File: src/rtl/ppm_symbol_detector.sv
// Streaming PPM symbol detector: accumulates chips per slot over REPS frames and reports the peak slot.
// Optional PPM_SOFT_METRIC_EN tracks a second-best value and reports peak-minus-second as margin.
module ppm_symbol_detector #(
    parameter int PPM_ORDER = 16,
    parameter int CHIP_BITS = 4,
    parameter int REPS      = 1,
    localparam int SYM_BITS = $clog2(PPM_ORDER),
    localparam int ACC_BITS = CHIP_BITS + $clog2(REPS)
) (
    input  logic                clk,
    input  logic                rst_n,
    input  logic [CHIP_BITS-1:0] chip_in,
    input  logic                chip_valid,
    output logic                chip_ready,
    input  logic                frame_sync,
    input  logic [ACC_BITS-1:0] corr_threshold,
    output logic                out_valid,
    input  logic                out_ready,
    output logic [SYM_BITS-1:0] symbol,
    output logic [ACC_BITS-1:0] peak_value,
    output logic                threshold_unmet,
    output logic [ACC_BITS-1:0] margin,
    output logic                sync_err
);

    localparam int REP_BITS = (REPS > 1) ? $clog2(REPS) : 1;
    localparam logic [SYM_BITS-1:0] LAST_SLOT = SYM_BITS'(PPM_ORDER - 1);
    localparam logic [REP_BITS-1:0] LAST_REP  = REP_BITS'(REPS - 1);

    logic [SYM_BITS-1:0] slot_q, eff_slot, idx_q, idx_nxt;
    logic [REP_BITS-1:0] rep_q, eff_rep;
    logic [ACC_BITS-1:0] acc_q [PPM_ORDER];
    logic [ACC_BITS-1:0] base, cand, max_q, max_nxt;
    logic                accept, last_rep, last_chip;

    assign chip_ready = !(out_valid && !out_ready);
    assign accept     = chip_valid && chip_ready;

    // frame_sync realigns the accepted chip itself, so it is decoded as slot 0 of rep 0
    assign eff_slot  = frame_sync ? '0 : slot_q;
    assign eff_rep   = frame_sync ? '0 : rep_q;
    assign last_rep  = (eff_rep == LAST_REP);
    assign last_chip = accept && last_rep && (eff_slot == LAST_SLOT);

    assign base = (eff_rep == '0) ? '0 : acc_q[eff_slot];
    assign cand = base + ACC_BITS'(chip_in);

`ifdef PPM_SOFT_METRIC_EN
    logic [ACC_BITS-1:0] sec_q, sec_nxt;

    always_comb begin
        max_nxt = max_q;
        idx_nxt = idx_q;
        sec_nxt = sec_q;
        if (accept && last_rep) begin
            if (eff_slot == '0) begin
                max_nxt = cand;
                idx_nxt = '0;
                sec_nxt = '0;
            end else if (cand > max_q) begin
                sec_nxt = max_q;
                max_nxt = cand;
                idx_nxt = eff_slot;
            end else if (cand > sec_q) begin
                sec_nxt = cand;
            end
        end
    end

    always_ff @(posedge clk or negedge rst_n) begin
        if (!rst_n) begin
            sec_q  <= '0;
            margin <= '0;
        end else begin
            sec_q <= sec_nxt;
            if (last_chip)
                margin <= max_nxt - sec_nxt;
        end
    end
`else
    always_comb begin
        max_nxt = max_q;
        idx_nxt = idx_q;
        if (accept && last_rep) begin
            if (eff_slot == '0) begin
                max_nxt = cand;
                idx_nxt = '0;
            end else if (cand > max_q) begin
                max_nxt = cand;
                idx_nxt = eff_slot;
            end
        end
    end

    assign margin = '0;
`endif

    // Accumulators carry no reset: rep 0 always overwrites before any read
    always_ff @(posedge clk) begin
        if (accept)
            acc_q[eff_slot] <= cand;
    end

    always_ff @(posedge clk or negedge rst_n) begin
        if (!rst_n) begin
            slot_q          <= '0;
            rep_q           <= '0;
            max_q           <= '0;
            idx_q           <= '0;
            sync_err        <= 1'b0;
            out_valid       <= 1'b0;
            symbol          <= '0;
            peak_value      <= '0;
            threshold_unmet <= 1'b0;
        end else begin
            max_q <= max_nxt;
            idx_q <= idx_nxt;
            if (accept) begin
                if (frame_sync && (slot_q != '0 || rep_q != '0))
                    sync_err <= 1'b1;
                if (eff_slot == LAST_SLOT) begin
                    slot_q <= '0;
                    rep_q  <= last_rep ? '0 : eff_rep + REP_BITS'(1);
                end else begin
                    slot_q <= eff_slot + SYM_BITS'(1);
                    rep_q  <= eff_rep;
                end
            end
            if (last_chip) begin
                out_valid       <= 1'b1;
                symbol          <= idx_nxt;
                peak_value      <= max_nxt;
                threshold_unmet <= (max_nxt < corr_threshold);
            end else if (out_ready) begin
                out_valid <= 1'b0;
            end
        end
    end

endmodule

File: config.mk
export PLATFORM = sky130hd
export DESIGN_NAME = ppm_symbol_detector
export DESIGN_NICKNAME = d
export VERILOG_FILES = /design/src/rtl/ppm_symbol_detector.sv
export SDC_FILE = /design/constraint.sdc
export NUM_CORES = 1
export LEC_CHECK = 0
export CAP_MARGIN = 20
export CORE_MARGIN = 3
export CORE_UTILIZATION = 59
export DETAILED_ROUTE_END_ITERATION = 10
export PLACE_DENSITY = 0.8
export SETUP_SLACK_MARGIN = 0.3
export SLEW_MARGIN = 20
export SYNTH_ARGS = -nofsm -noshare
export SYNTH_HDL_FRONTEND = slang
export SYNTH_SLANG_ARGS = --single-unit
File: constraint.sdc
create_clock -name clk -period 6.8 [get_ports clk]
set_input_delay 1.36 -clock clk [delete_from_list [all_inputs] [get_ports clk]]
set_output_delay 1.36 -clock clk [all_outputs]
set_load 0.01 [all_outputs]
# After elaboration in Yosys (flattened, before gate mapping)
# Memory sizes are Yosys's and may differ from the RTL's.
# Cells that the tools add are included.
dict set report totals {
  latchBits 0
  romBits 0
  ff_bits 24
  n_memories 1
  ram_bits 64
  output_inout_bits 16
  inputBits 13
  elab_cells 45
}
dict set report op_classes {
  n_addsub 3
  muxes 16
  n_reduce_logical 12
  n_eq_ne 1
  bitwise_logic 1
  shift 0
  n_div 0
  n_lt_le_gt_ge 2
  multipliers 0
}
# name words width rd rd_ports_with_merged_regs wr line
set mem_list {}
lappend mem_list {acc_q 16 4 1 0 1 32} ;# logic [ACC_BITS-1:0] acc_q [PPM_ORDER];
# op n
set op_table {}
lappend op_table {{2-to-1 mux 4 bit} 9}
lappend op_table {{2-to-1 mux 1 bit} 7}
lappend op_table {{logical AND 1 bit} 5}
lappend op_table {{adder 4 x 1 -> 4 bit, second input constant} 1}
lappend op_table {{adder 4 bit} 1}
lappend op_table {{equality test 4 bit, second input constant} 1}
lappend op_table {{> comparator 4 bit} 1}
lappend op_table {{zero test 4 bit} 1}
lappend op_table {{less-than comparator 4 bit} 1}
lappend op_table {{nonzero test 4 bit} 1}
lappend op_table {{zero test 1 bit} 2}
lappend op_table {{AND reduction 2 bit} 1}
lappend op_table {{nonzero test 2 bit} 1}
lappend op_table {{adder 1 bit, second input constant} 1}
lappend op_table {{logical OR 1 bit} 1}
lappend op_table {{NOT 1 bit} 1}

# Longest topological paths before layout
# Gate-level depths: netlist (run 1).
# An unclocked memory read counts as a cell.
dict set report logic_depth {
  depth_word 9
  mapped_depth 25
  mapped_depth_nobuf 23
}

# Worst setup path before layout (run 1)
# OpenSTA, ideal clock, no wires.
dict set report synth_path {
  kind {input -> register}
  from {input frame_sync}
  to {register threshold_unmet}
  setup_slack_ns 0.762
  cell_stages 22
  required_ns 6.723
  n_path_buf 2
  arrival_ns 5.961
  setup_ns 0.077
  path_cell_list {buf_6 and2b_1 clkinv_1 buf_2 a211oi_1 a31oi_1 o22ai_1 nor3_1 ha_1 fa_1 xor2_1 ha_1 and3b_1 a2111oi_4 o21ai_1 a21oi_1 a21oi_1 ha_1 o21a_1 o21ai_0 nor2_1 a21oi_1}
}
dict set report synth_between {
  elab_chain_len 9
  elab_cells_between_ends 15
  classes_between {add/sub: 1; order compare: 2; eq/ne: 1; mux: 6; bitwise: 1; reduce/logical: 3; memory: 1}
}
# element line
set synth_lines {}
lappend synth_lines {{start: declaration} 15} ;# input logic frame_sync,
lappend synth_lines {{2-to-1 mux 4 bit} 40} ;# assign eff_slot = frame_sync ? '0 : slot_q;
lappend synth_lines {{memory read (16 x 4 bit)} --}
lappend synth_lines {{2-to-1 mux 4 bit (*)} 45} ;# assign base = (eff_rep == '0) ? '0 : acc_q[eff_slot];
lappend synth_lines {{adder 4 bit (*)} 46} ;# assign cand = base + ACC_BITS'(chip_in);
lappend synth_lines {{net cand[2]} 33} ;# logic [ACC_BITS-1:0] base, cand, max_q, max_nxt;
lappend synth_lines {{> comparator 4 bit} 88} ;# end else if (cand > max_q) begin
lappend synth_lines {{2-to-1 mux 4 bit} 88}
lappend synth_lines {{2-to-1 mux 4 bit (*)} 85} ;# if (eff_slot == '0) begin
lappend synth_lines {{2-to-1 mux 4 bit (*)} 84} ;# if (accept && last_rep) begin
lappend synth_lines {{net max_nxt[2]} 33}
lappend synth_lines {{less-than comparator 4 bit (*)} 133} ;# threshold_unmet <= (max_nxt < corr_threshold);
lappend synth_lines {{end signal: assignment} 133}
lappend synth_lines {{end: declaration} 21} ;# output logic threshold_unmet,
# Mark *: on every way through the listed nets, which the timed path passes. The rest lies on a longest branch.
# A chain may end at the register's enable or synchronous reset.

# Worst setup path after layout (run 1)
dict set report layout_path {
  from {input frame_sync}
  to {register threshold_unmet}
}
dict set report layout_between {
  elab_chain_len 9
  elab_cells_between_ends 15
  classes_between {add/sub: 1; order compare: 2; eq/ne: 1; mux: 6; bitwise: 1; reduce/logical: 3; memory: 1}
}
# element line
set layout_lines {}
lappend layout_lines {{2-to-1 mux 4 bit} 40}
lappend layout_lines {{memory read (16 x 4 bit)} --}
lappend layout_lines {{2-to-1 mux 4 bit (*)} 45}
lappend layout_lines {{adder 4 bit (*)} 46}
lappend layout_lines {{net cand[2]} 33}
lappend layout_lines {{> comparator 4 bit (*)} 88}
lappend layout_lines {{2-to-1 mux 4 bit (*)} 88}
lappend layout_lines {{2-to-1 mux 4 bit (*)} 85}
lappend layout_lines {{2-to-1 mux 4 bit (*)} 84}
lappend layout_lines {{net max_nxt[1]} 33}
lappend layout_lines {{less-than comparator 4 bit (*)} 133}
# Marks and branches as above.

==> results of run 1 <==
-- final cells by class --
type                    count  share of cell area
well taps                  96             0.02555
clock inverters             7             0.01491
repair buffers             32             0.06282
clock buffers               9             0.02635
flip-flops and latches     88              0.5366
multi-input cells         238              0.3234
inverters                  13             0.01038
-- metal layers --
layer | up-vias | share of wire | global-route usage
met1 | 1410 | 0.42 | 0.3136
li1 | 1358 | - | -
met5 | - | 0 | 0
met4 | 0 | 0.023 | 0.1020
met2 | 129 | 0.49 | 0.3833
met3 | 19 | 0.067 | 0.03833
-- flip-flops by register name, summed over array words and instances (netlist names) --
signal           flops
peak_value           4
idx_q                4
slot_q               4
symbol               4
rep_q                1
out_valid            1
sync_err             1
acc_q               64
max_q                4
threshold_unmet      1
-- kinds of logic after synthesis --
logic type / after synthesis / share of synthesized area
AOI/OAI and AO/OA: 79 / 0.1362
xor gates and xnor gates: 3 / 0.006274
adders and majority gates: 15 / 0.04660
buffers and inverters: 33 / 0.03943
DFF: 88 / 0.6022
muxes: 7 / 0.01732
other: 1 / 0.0008952
and+or+nand+nor: 130 / 0.1511
-- power groups by stage --
stage	Combinational (uW)	Clock, uW	Sequential, uW
final	219	358	623
after global routing	244	382	625
after CTS	214	362	622
after detailed placement	211	0	633
after global placement	202	0	631
after floorplan	162	0	622
-- cells in the mapped netlist, drive strengths merged --
library cell  instances
a2111oi               5
a211oi               15
a21o                  1
a21oi                11
a22o                  1
a22oi                 1
a311oi                3
a31oi                12
and2b                 1
and3                  1
and3b                 1
buf                  15
clkbuf                5
clkinv                1
conb                  1
dfrtp                24
edfxtp               64
fa                    1
ha                   14
inv                  12
mux2                  2
mux2i                 5
nand2                48
nand2b                3
nand3                 8
nand3b                1
nand4                 2
nor2                 32
nor2b                19
nor3                  6
nor3b                 1
nor4                  1
o211ai                3
o21a                  3
o21ai                16
o21bai                1
o22ai                 4
o31a                  1
o31ai                 2
or3b                  3
or4                   1
or4b                  2
xnor2                 2
xor2                  1
-- final timing paths --
path                                                     to  slack [ps]  cells past startpoint
min in group asynchronous             symbol[0]$_DFFE_PN0P_         960                      1
worst max-delay path            threshold_unmet$_DFFE_PN0P_         810                     22
worst max register to register  threshold_unmet$_DFFE_PN0P_        1670                     21
max in group asynchronous             slot_q[2]$_DFFE_PN0P_        5480                      1
worst min-delay path                   sync_err$_DFFE_PN0P_         480                      1
worst min register to register         sync_err$_DFFE_PN0P_         480                      1
-- per-stage QoR --
step | total power, uW | hold slack [ps] | instances | util | setup WS, ps
floorplan | 783.6 | 462.3 | 359 | - | 761.6
global placement | 833.0 | 448.8 | 467 | 0.6593 | 560.7
detailed placement | 844.3 | 468.6 | 467 | 0.6586 | 333.6
CTS | 1198 | 488.6 | 483 | 0.6870 | 677.1
global route | 1251 | 502.7 | 483 | 0.6881 | 288.8
finish | 1200 | 478.7 | 483 | 0.6881 | 813.1
==> impl_results.md, run 1 <==
* Placed cell area at 4499 um^2
* Fillers at 513
* Power density cells at 255.3 nW/um^2
* Top-area cell type share of the netlist area at 0.4588
* Final setup fails at 0
* Drt via density at 6.037
* DRC Markers at 0
* Routed Antenna Nets at 0
* WL final at 9106 um
* Yosys reg bits at 88
* Hold Fails Final Rpt at 0
* Worst skew pair latency at 360 ps
* Vias in the first global route at 2892
* Area occupied by multi-input gates at 1520 um^2
* CP Buf/Inv Count at 3
* Hold_buf cts at 0
* Sum Neg Setup Slack at 0 ps
* Share of layout cells above drive strength 1 at 0.08786
* DR pass1 iterations at 5
* Synth top area cells: edfxtp_1 46%, dfrtp_1 14%, nand2_1 4.3%
* Critical Path AT at 6280 ps
* Ant. Diodes at 0
* Row count at 30
* Final worst-path cycle share at 0.8804
* Setup Skew at 7.005 ps
* Sequential element share of the synthesized area at 0.6022
* Post_cts resized at 0
* Outcome: finished clean
* GRT Overall Usage at 0.2350
* Dpl hpwl at 6279 um
* Sink Count at 88
* Seq pwr share at 0.519
* Delay-heaviest family, CP: compound AO/OA/AOI/OAI gates
* Port Buffers at 24
* Largest fanout on the critical path at 29
* Initial core utilization at 0.6132
* Ports at 29
* Worst setup path start: frame_sync
* Synth cell types at 54
* Hold path start: sync_err$_DFFE_PN0P_
* Starting DRT DRC Count at 192
* Worst slew pin tran at 698.4 ps
* Most common cell after layout, fill and taps aside: edfxtp_1
* Via count at 2916
* Critical Path Slowest Stage Cell: a2111oi_4
* CTS Buffer Depth at 2
* Largest net degree at the start of global routing at 39
* Core Region at 6832 um^2
* Area Overhead vs Synth at 12.22%
* Combinational Power Share at 0.183
* Clock-pin slew on the worst setup and hold paths at 90 ps
* Clock Power Share at 0.299
* Global-route wire length before repair at 14860 um
* Most used cells in the layout excluding fill and tap cells: 64 x edfxtp_1, 48 x nand2_1, 32 x nor2_1, 24 x dfrtp_1, 23 x clkdlybuf4s50_1
* Post-Syn Area at 4189 um^2
* F_max at 167.0 MHz
* Flip-flop and latch area at 2522 um^2
* Critical Path Source Type: input pin
* CTS Buf Count at 9
* Internal power at 850.8 uW
* Fin nets at 410
* Critical-path cell list: clkdlybuf4s50_1, and2b_1, clkinv_1, buf_4, a211oi_1, a31oi_1, o22ai_1, nor3_1, ha_1, fa_1, xor2_1, ha_1, and3b_1, a2111oi_4, o21a_2, o21ai_0, nand2_1, ha_1, o21a_1, o21ai_0, nor2_1, a21oi_1
* Most area-hungry cell type in the Yosys netlist: edfxtp_1
* Critical path class: input pin to flip-flop
* Sw frac at 0.2912
* Die Y at 90.26 um
* Hold Crit Class: flip-flop to flip-flop
* Critical Path Sink Type: flip-flop
* Die width at 90.26 um
* Slew Limit Fails at 0
* Max VDD drop at 0.1553 mV
* CTS tree: yes
* WL/cell at 18.85 um
* Post-route minimum period at 5987 ps
* Pleak at 0.001764 uW
* Max_cap viols at 0
* Post-Synthesis Cells at 356
* Yosys warnings at 0
* Worst Path Required at 7090 ps
* Finished Cell Area at 4701 um^2
* Switching Power at 349.5 uW
* Die Area at 8147 um^2
* H-tree Lvls at 3
* Placer Congestion at 0.8891
* Root Driver: clkbuf_8
* Syn avg cell area at 11.77 um^2
* Worst slew margin at 0.5344
* RSZ-0062 raised after global routing: false
* Setup repair bufs after CTS at 0
* Grt ovf at 0
* Initial antenna violation count at 0
* CP most frequent cell: ha_1
* FF-to-FF Start: slot_q[1]$_DFFE_PN0P_
* Slowest stage delay, CP at 490 ps
Power figures use the tool's default switching activity.
==> run 2: changes to the inputs <==
CORE_MARGIN = 4   (was 3)
==> run 2 against run 1 <==
Sequential power barely moved. Worst hold slack got worse by 5.0 ps. Fmax barely moved. Power rose by 5.9%. Core utilization rose by 0.82 points. Combinational power barely moved. Clock skew rose by 0.81 ps. Die area rose by 4.5%. Clock-buffer cell count did not move. Final cell count rose by 0.21%. Final area rose by 1.2%. Critical endpoint unchanged.
==> impl_results.md, run 2 (synthesis results as in run 1) <==
* Most used cells in the layout excluding fill and tap cells: 64 x edfxtp_1, 48 x nand2_1, 32 x nor2_1, 24 x dfrtp_1, 23 x clkdlybuf4s50_1
* Ant. Diodes at 0
* Most common cell after layout, fill and taps aside: edfxtp_1
* Worst setup margin at 810.9 ps
* Placed cell area at 4512 um^2
* CTS Buf Count at 9
* Worst Path Required at 7100 ps
* Sum Neg Setup Slack at 0 ps
* CTS Buffer Depth at 2
* GRT Overall Usage at 0.2320
* Outcome: finished clean
* Worst r2r path cells at 20
* Initial core utilization at 0.6132
* Root Driver: clkbuf_8
* Critical Path Sink Type: flip-flop
* Port Buffers at 24
* Crit Reg-Reg Endpoint: threshold_unmet$_DFFE_PN0P_
* Post-route minimum period at 5989 ps
* Critical Path Source Type: input pin
* WL/cell at 18.50 um
* Max FFs per register at 64
* DRC Markers at 0
* Vias in the first global route at 2892
* Area Overhead vs Synth at 13.56%
* Grt ovf at 0
* Final setup fails at 0
* Share of layout cells above drive strength 1 at 0.09278
* Placer Congestion at 0.8740
* Hold_buf cts at 0
* Max VDD drop at 0.1347 mV
* Clock-pin slew on the worst setup and hold paths at 90 ps
* Slew Limit Fails at 0
* Max_cap viols at 0
* Post-place setup slack at 343.0 ps
* Fin nets at 411
* Die Area at 8512 um^2
* Die width at 92.26 um
* Critical path class: input pin to flip-flop
* Sink Count at 88
* CTS tree: yes
* Worst slew margin at 0.5157
* Global-route wire length before repair at 14990 um
* Drt via density at 5.938
* Top reg by flops: acc_q
* Largest net degree at the start of global routing at 39
* Via count at 2874
* Critical Path AT at 6280 ps
* Hold path start: sync_err$_DFFE_PN0P_
* Pleak at 0.001783 uW
* Setup Skew at 7.814 ps
* Finished Cell Area at 4757 um^2
* Row count at 30
* F_max at 167.0 MHz
* Hold Path Depth at 1
* FF-to-FF Start: slot_q[1]$_DFFE_PN0P_
* DR pass1 iterations at 5
* Final core utilization at 0.6963
* Ports at 29
* Die Y at 92.26 um
* Hold Fails Final Rpt at 0
* Final worst-path cycle share at 0.8808
* Dpl hpwl at 6218 um
* Core Region at 6832 um^2
* Worst Hold End: sync_err$_DFFE_PN0P_
* Worst skew pair latency at 360 ps
* Initial antenna violation count at 0
* Worst slew pin tran at 726.4 ps
* H-tree Lvls at 3
* Starting DRT DRC Count at 288
* Power density cells at 267.2 nW/um^2
* Hold Crit Class: flip-flop to flip-flop
* RSZ-0062 raised after global routing: false
* Routed Antenna Nets at 0
* R2R Setup Slk at 1620 ps
* WL final at 8956 um
* Largest fanout on the critical path at 20
==> run 2: cell types whose count changed in the layout (fill, tap and decap cells not counted) <==
cell	change
bufinv_16	+2
clkinvlp_4	+2
buf_4	+1
clkinv_1	-1
clkinv_2	-1
clkinv_4	-1
inv_6	-1
==> run 2: report_power, final <==
| part | leakage [uW] | internal [uW] | switching (uW) |
|---|---|---|---|
| registers | 0.000895 | 601 | 21.0 |
| clock network | 0.000116 | 244 | 188 |
| logic | 0.000772 | 79.8 | 137 |
==> run 2: timing repair <==
item / 4_1_cts / 5_1_grt
gates resized for setup: 0 / 2
setup buffers: 0 / 0
setup endpoints to repair: 0 / 1
==> run 2: cell type report <==
cell class,count,area [um^2]
clock inverter,7,118.9
multi-input combinational,238,1520
clock buffer,9,123.9
fill,506,2074
sequential,88,2522
inverter,13,48.80
tap,96,120.1
timing repair buffer,33,302.8
==> run 2: worst max-delay path by stage <==
| stage | start | to | slack [ps] | cells past startpoint |
|---|---|---|---|---|
| 2_1_floorplan | frame_sync | threshold_unmet$_DFFE_PN0P_ | 760 | 22 |
| 3_3_place_gp | frame_sync | threshold_unmet$_DFFE_PN0P_ | 480 | 24 |
| 3_5_place_dp | frame_sync | threshold_unmet$_DFFE_PN0P_ | 340 | 22 |
| 5_1_grt | frame_sync | threshold_unmet$_DFFE_PN0P_ | 370 | 24 |
| 4_1_cts | frame_sync | threshold_unmet$_DFFE_PN0P_ | 710 | 22 |
| 6_report | frame_sync | threshold_unmet$_DFFE_PN0P_ | 810 | 21 |
==> run 2: metrics by stage <==
step / instances / hold WS [ps] / power (uW)
finish: 484 / 473.6 / 1271
detailed placement: 468 / 452.9 / 843.8
global placement: 468 / 453.9 / 835.5
floorplan: 359 / 462.3 / 783.6
CTS: 484 / 486.6 / 1272
global route: 484 / 504.6 / 1330
==> run 2: critical path, cell delays in order <==
cell and delay (ps):
clkdlybuf4s50_1 410, and2b_1 340, clkinv_1 120, buf_4 220
a211oi_1 380, a211oi_1 90, nor4_1 270, nor2_1 110
fa_1 410, xor2_1 180, ha_1 340, and3b_1 230
a2111oi_4 500, o21a_2 310, o21ai_0 140, nand2_1 120
ha_1 230, o21a_1 170, o21ai_0 140, nor2_1 60
a21oi_1 140
==> run 2: per-layer routing <==
metal  vias up  share of wire  track usage
li1       1350              -            -
met1      1379           0.43       0.3174
met2       121           0.47       0.3601
met3        24          0.073      0.05332
met4         0          0.026      0.09406
met5         -              0            0
